$ cat src/rtl/normalizador_pkg.sv
// Shared definitions for the leading-zero normalizer and its integration top.
// Holds the FSM state encodings and the default data width.
package normalizador_pkg;

    localparam int NORM_W_DEFAULT = 8;

    typedef enum logic [1:0] {
        IDLE  = 2'd0,
        COUNT = 2'd1,
        DONE  = 2'd2
    } norm_state_t;

endpackage

$ cat src/rtl/normalizador_if.sv
// Valid/ready handshake bundle between the upstream source, the normalizer and the barrel shifter.
// The exp field exists only when NORMALIZADOR_EXP_EN is defined.
interface normalizador_if
    import normalizador_pkg::*;
#(
    parameter int W = NORM_W_DEFAULT
) ();
    localparam int SW = $clog2(W);

    logic          in_valid;
    logic          in_ready;
    logic [W-1:0]  din;
    logic          out_valid;
    logic          out_ready;
    logic [W-1:0]  A;
    logic [SW-1:0] sh;
    logic          zero;
`ifdef NORMALIZADOR_EXP_EN
    logic [SW-1:0] exp;
`endif

    modport master (
`ifdef NORMALIZADOR_EXP_EN
        input  exp,
`endif
        output in_valid, din, out_ready,
        input  in_ready, out_valid, A, sh, zero
    );

    modport slave (
`ifdef NORMALIZADOR_EXP_EN
        output exp,
`endif
        input  in_valid, din, out_ready,
        output in_ready, out_valid, A, sh, zero
    );

endinterface

$ cat src/rtl/normalizador_ctrl.sv
// Sequencing FSM and handshake for the normalizer; the datapath lives in the top.
//   state | meaning
//   IDLE  | in_ready=1, waiting for in_valid to capture din
//   COUNT | scanning one bit per cycle until the scan MSB is set
//   DONE  | out_valid=1, result held until out_ready
module normalizador_ctrl
    import normalizador_pkg::*;
(
    input  logic clk,
    input  logic rst,
    input  logic in_valid_i,
    input  logic din_zero_i,
    input  logic scan_msb_i,
    input  logic out_ready_i,
    output logic in_ready_o,
    output logic out_valid_o,
    output logic accept_o,
    output logic shift_o
);

    norm_state_t state_q;
    logic        in_ready_q;
    logic        out_valid_q;

    always_ff @(posedge clk) begin
        if (rst) begin
            state_q     <= IDLE;
            in_ready_q  <= 1'b1;
            out_valid_q <= 1'b0;
        end else begin
            case (state_q)
                IDLE: begin
                    if (in_valid_i) begin
                        in_ready_q <= 1'b0;
                        if (din_zero_i) begin
                            state_q     <= DONE;
                            out_valid_q <= 1'b1;
                        end else begin
                            state_q <= COUNT;
                        end
                    end
                end
                COUNT: begin
                    if (scan_msb_i) begin
                        state_q     <= DONE;
                        out_valid_q <= 1'b1;
                    end
                end
                DONE: begin
                    if (out_ready_i) begin
                        state_q     <= IDLE;
                        out_valid_q <= 1'b0;
                        in_ready_q  <= 1'b1;
                    end
                end
                default: begin
                    state_q     <= IDLE;
                    in_ready_q  <= 1'b1;
                    out_valid_q <= 1'b0;
                end
            endcase
        end
    end

    assign in_ready_o  = in_ready_q;
    assign out_valid_o = out_valid_q;
    assign accept_o    = in_ready_q && in_valid_i;
    assign shift_o     = (state_q == COUNT) && !scan_msb_i;

endmodule

$ cat src/rtl/normalizador.sv
// Leading-zero normalizer: captures din, counts leading zeros one bit per cycle for a barrel shifter.
// Optional exp output (MSB-one index) is built when NORMALIZADOR_EXP_EN is defined.
module normalizador
    import normalizador_pkg::*;
#(
    parameter int W = NORM_W_DEFAULT
) (
    input  logic           clk,
    input  logic           rst,
    normalizador_if.slave  bus
);

    localparam int SW = $clog2(W);

    logic          accept;
    logic          shift;
    logic          din_zero;

    logic [W-1:0]  a_q,    a_d;
    logic [W-1:0]  scan_q, scan_d;
    logic [SW-1:0] cnt_q,  cnt_d;
    logic          zero_q, zero_d;

    assign din_zero = (bus.din == '0);

    normalizador_ctrl u_ctrl (
        .clk         (clk),
        .rst         (rst),
        .in_valid_i  (bus.in_valid),
        .din_zero_i  (din_zero),
        .scan_msb_i  (scan_q[W-1]),
        .out_ready_i (bus.out_ready),
        .in_ready_o  (bus.in_ready),
        .out_valid_o (bus.out_valid),
        .accept_o    (accept),
        .shift_o     (shift)
    );

    // The scan only shifts while its MSB is clear, so a nonzero value stops the count at W-1.
    always_comb begin
        a_d    = a_q;
        scan_d = scan_q;
        cnt_d  = cnt_q;
        zero_d = zero_q;
        if (accept) begin
            a_d    = bus.din;
            scan_d = bus.din;
            cnt_d  = '0;
            zero_d = din_zero;
        end else if (shift) begin
            scan_d = {scan_q[W-2:0], 1'b0};
            cnt_d  = cnt_q + SW'(1);
        end
    end

    always_ff @(posedge clk) begin
        if (rst) begin
            a_q    <= '0;
            scan_q <= '0;
            cnt_q  <= '0;
            zero_q <= 1'b0;
        end else begin
            a_q    <= a_d;
            scan_q <= scan_d;
            cnt_q  <= cnt_d;
            zero_q <= zero_d;
        end
    end

    assign bus.A    = a_q;
    assign bus.sh   = cnt_q;
    assign bus.zero = zero_q;

`ifdef NORMALIZADOR_EXP_EN
    logic [SW-1:0] exp_q, exp_d;

    // Counts down from W-1 in lockstep with the leading-zero count.
    always_comb begin
        exp_d = exp_q;
        if (accept) begin
            exp_d = din_zero ? '0 : SW'(W - 1);
        end else if (shift) begin
            exp_d = exp_q - SW'(1);
        end
    end

    always_ff @(posedge clk) begin
        if (rst) begin
            exp_q <= '0;
        end else begin
            exp_q <= exp_d;
        end
    end

    assign bus.exp = exp_q;
`endif

endmodule

$ cat src/flat_wrapper.sv
// flat-port wrapper written by rule: the top's interface ports become plain ports
module normalizador_flat import normalizador_pkg::*;
#(
    parameter int W = NORM_W_DEFAULT
)
  (clk, rst, bus_in_valid, bus_din, bus_out_ready, bus_in_ready, bus_out_valid, bus_A, bus_sh, bus_zero);
  normalizador_if #(.W(W)) bus_i ();
  input  logic clk;
  input  logic rst;
  input wire logic [$bits(bus_i.in_valid)-1:0] bus_in_valid;
  input wire logic [$bits(bus_i.din)-1:0] bus_din;
  input wire logic [$bits(bus_i.out_ready)-1:0] bus_out_ready;
  output wire logic [$bits(bus_i.in_ready)-1:0] bus_in_ready;
  output wire logic [$bits(bus_i.out_valid)-1:0] bus_out_valid;
  output wire logic [$bits(bus_i.A)-1:0] bus_A;
  output wire logic [$bits(bus_i.sh)-1:0] bus_sh;
  output wire logic [$bits(bus_i.zero)-1:0] bus_zero;
  assign bus_i.in_valid = bus_in_valid;
  assign bus_i.din = bus_din;
  assign bus_i.out_ready = bus_out_ready;
  assign bus_in_ready = bus_i.in_ready;
  assign bus_out_valid = bus_i.out_valid;
  assign bus_A = bus_i.A;
  assign bus_sh = bus_i.sh;
  assign bus_zero = bus_i.zero;
  normalizador #(.W(W)) u_core (.clk(clk), .rst(rst), .bus(bus_i));
endmodule
$ cat config.mk
export PLATFORM = sky130hd
export DESIGN_NAME = normalizador_flat
export DESIGN_NICKNAME = d
export VERILOG_FILES = /design/src/rtl/normalizador_pkg.sv /design/src/rtl/normalizador_if.sv /design/src/rtl/normalizador_ctrl.sv /design/src/rtl/normalizador.sv /design/src/flat_wrapper.sv
export SDC_FILE = /design/constraint.sdc
export NUM_CORES = 1
export LEC_CHECK = 0
export CORE_MARGIN = 5
export CORE_UTILIZATION = 49
export CTS_BUF_LIST = sky130_fd_sc_hd__clkbuf_8
export DETAILED_ROUTE_END_ITERATION = 6
export GPL_TIMING_DRIVEN = 0
export PLACE_DENSITY_LB_ADDON = 0.25
export SLEW_MARGIN = 20
export SYNTH_ARGS = -nofsm -noshare
export SYNTH_HDL_FRONTEND = slang
export SYNTH_SLANG_ARGS = --single-unit
$ cat constraint.sdc
create_clock -name clk -period 1.6 [get_ports clk]
set_clock_uncertainty 0.05 [all_clocks]
set_input_delay 0.4 -clock clk [delete_from_list [all_inputs] [get_ports clk]]
set_output_delay 0.4 -clock clk [all_outputs]
set_load 0.02 [all_outputs]
==> results of run 1 <==
area by class of cell:
type	instances	area share (%)
multi-input cells	81	37.5
clock buffers	4	4.08
plain buffers	7	3.06
well taps	27	2.50
flip-flops and latches	24	35.6
repair buffers	25	17.2
final timing paths:
path	slack [ns]	cells after the start	to	start
setup / recovery	0.09	5	u_core.bus.A[4]	bus_in_valid
hold / removal	0.41	2	u_core.bus.A[5]	u_core.bus.A[5]
setup reg to reg	0.13	5	u_core.scan_q[1]	u_core.u_ctrl.state_q[0]
hold reg to reg	0.41	2	u_core.bus.A[5]	u_core.bus.A[5]
report_power, final:
part / switching [mW] / leakage [nW] / internal [mW]
logic: 0.140 / 0.362 / 0.115
registers: 0.0283 / 0.197 / 0.641
clock network: 0.195 / 0.0288 / 0.220
total: 0.363 / 0.588 / 0.976
Yosys cell counts, drive strengths merged (2+ instances only):
cell type	instances
nor2	10
nand2	19
dfxtp	24
clkbuf	5
mux2i	7
nor4	2
a21oi	13
buf	2
nand3	2
a211oi	7
nor3	4
registers in the layout, indices dropped and copies added, names as in the netlist:
register,flops
u_core.bus.A,8
u_core.scan_q,8
u_core.u_ctrl.state_q,2
u_core.bus.sh,3
u_core.bus.zero,1
u_core.u_ctrl.in_ready_o,1
u_core.u_ctrl.out_valid_o,1
cell families (layout without fill, tap and decap cells):
logic type,count (synthesis),after routing,share of synthesized area (%)
xor gates and xnor gates,2,2,1.75
buffers and inverters,7,36,3.76
AOI/OAI and AO/OA,25,25,15.3
and+or+nand+nor,46,46,22.8
adders and majority gates,1,1,1.25
muxes,7,7,7.02
DFF,24,24,48.1
worst max-delay path, stage by stage:
cell and delay, ns:
sky130_fd_sc_hd__clkdlybuf4s50_1 0.52, sky130_fd_sc_hd__and2_1 0.24, sky130_fd_sc_hd__clkbuf_2 0.28, sky130_fd_sc_hd__nand2_1 0.08, sky130_fd_sc_hd__a21oi_1 0.14
per-stage QoR:
| stage | hold slack [ns] | std cells | area, um2 |
|---|---|---|---|
| 2_1_floorplan | 0.397 | 112 | 998 |
| 3_3_place_gp | 0.393 | 164 | 1280 |
| 3_5_place_dp | 0.403 | 164 | 1280 |
| 4_1_cts | 0.414 | 168 | 1330 |
| 5_1_grt | 0.440 | 168 | 1350 |
| 6_report | 0.411 | 168 | 1350 |
routing by layer:
| metal | track usage (%) | part of all wire, % |
|---|---|---|
| met5 | 0 | 0 |
| met4 | 8.50 | 1.7 |
| met3 | 2.95 | 4.1 |
| met2 | 30.1 | 50 |
| met1 | 23.5 | 44 |
what timing repair did:
action,in CTS,in global routing
endpoints found under the setup margin,22,7
resized for setup,17,6
cloned,0,0
setup buffers,0,0
==> impl_metrics.ini, run 1 <==
[status]
run_status = finished clean

[synthesis]
netlist-cell-type-count = 30
synth_sequential_area_ratio_pct = 48.1
synth-edff-count = 0
syn-instance-count = 112
post-synth-top-area-fraction_pct = 48.1
synth.largest_area_cell = sky130_fd_sc_hd__dfxtp_1
syn-cell-area_um2 = 998
synth_fp_nets = 125
synthesis.yosys.warnings = 0
yosys_register_bits = 24
synth.top_cells.by_area = sky130_fd_sc_hd__dfxtp_1 48%, sky130_fd_sc_hd__nand2_1 7.1%, sky130_fd_sc_hd__mux2i_1 7.0%
syn_area_per_cell_um2 = 8.91
most_used_flip_flop_cell_after_synthesis = sky130_fd_sc_hd__dfxtp_1
async_reset_ff_share_pct = 0

[drt]
drt-initial-drc-count = 18
final_antenna_net_count = 0
drtPass1Iterations = 5
wire_per_inst_um = 14.2
drcViolationCount = 0
detailroute.via_count = 900
route.detailed.vias_per_inst = 5.36
finalWirelength_um = 2380

[floorplanning]
die_area_mm2 = 0.00304
floorplan_core_area_mm2 = 0.00196
die_span_in_y_um = 55.1
ioPinCount = 26
fp.dieW_um = 55.1
num_rows = 16
initial_core_util_pct = 50.9

[place]
hpwl_after_dpl_um = 1730
gp_routability_congestion = 0.766
place_worst_setup_slack_ns = -0.357
portBuffers = 25

[run]
timing.max_cap.violations = 0

[global_routing]
global_route_wire_length_before_repair_um = 3920
grt_usage_pct = 18.4
grt_overflow_total = 0
grt_pass1_vias = 877
antenna_found_initial = 0
maximum_number_of_pins_on_one_net_before_global_route_repair = 14

[cells_and_area]
multi_input_comb_area_um2 = 507
design.final.nets = 155
final_layout_size_suffix_gt1_share_pct = 9.93
antennaDiodeCount = 0
final.fill_count = 176
layout_common_cells = 24 x sky130_fd_sc_hd__dfxtp_1, 19 x sky130_fd_sc_hd__nand2_1, 14 x sky130_fd_sc_hd__dlygate4sd2_1
register_area_um2 = 480
synthToLayoutAreaGrowth_pct = 35.2
postLayoutCoreUtil_pct = 68.8
most_common_cell_after_layout_fill_and_taps_aside = sky130_fd_sc_hd__dfxtp_1

[power_and_ir_drop]
power_mw = 1.34
power_density_mw_per_mm2 = 992
power.leakage_nw = 0.588
power.ir.vdd_worst_uv = 803

[sta]
report.final.hold_viol_count = 0
final_setup_violation_count = 0
period_share_pct = 94.4
setup_repair_after_global_routing_missed_its_margin = false
maxSlewHeadroom_pct = 67.5
slew_viol_final = 0
smallest_setup_slack_after_layout_ns = 0.0891
period_minus_slack_ns = 1.51
tightest_slew_ns = 0.488
tns_ns = 0
maximum_frequency_from_static_timing_analysis_ghz = 0.662

[setup_path]
worst-path-max-fanout = 10
worstSetupEndpointType = flip-flop
worst-endpoint-arrival_ns = 1.66
timing.critical_path.required_ns = 1.75
crit_path_start_kind = primary input
crit_type = in2reg

[clocking]
cts_htree_levels = 1
clkTransAtPathRegs_ns = 0.08
tritoncts = done
cts-hold-fix-buffers = 0
clock_path_buffers = 2
worstSkewPairLatency_ns = 0.27
numCtsBuffers = 3
clock_sinks = 24
cts-root-buf = sky130_fd_sc_hd__clkbuf_8

[worst_hold_path]
hp-class = reg2reg
(Power assumes the default switching activity.)
==> run 2, diff against run 1 <==
--- a/config.mk
+++ b/config.mk
@@ -8,6 +8,7 @@
 export CORE_MARGIN = 5
 export CORE_UTILIZATION = 49
 export CTS_BUF_LIST = sky130_fd_sc_hd__clkbuf_8
+export CTS_CLUSTER_SIZE = 16
 export DETAILED_ROUTE_END_ITERATION = 6
 export GPL_TIMING_DRIVEN = 0
 export PLACE_DENSITY_LB_ADDON = 0.25
==> results of run 2 <==
The final DEF is identical to that of run 1; final timing and power are the same.
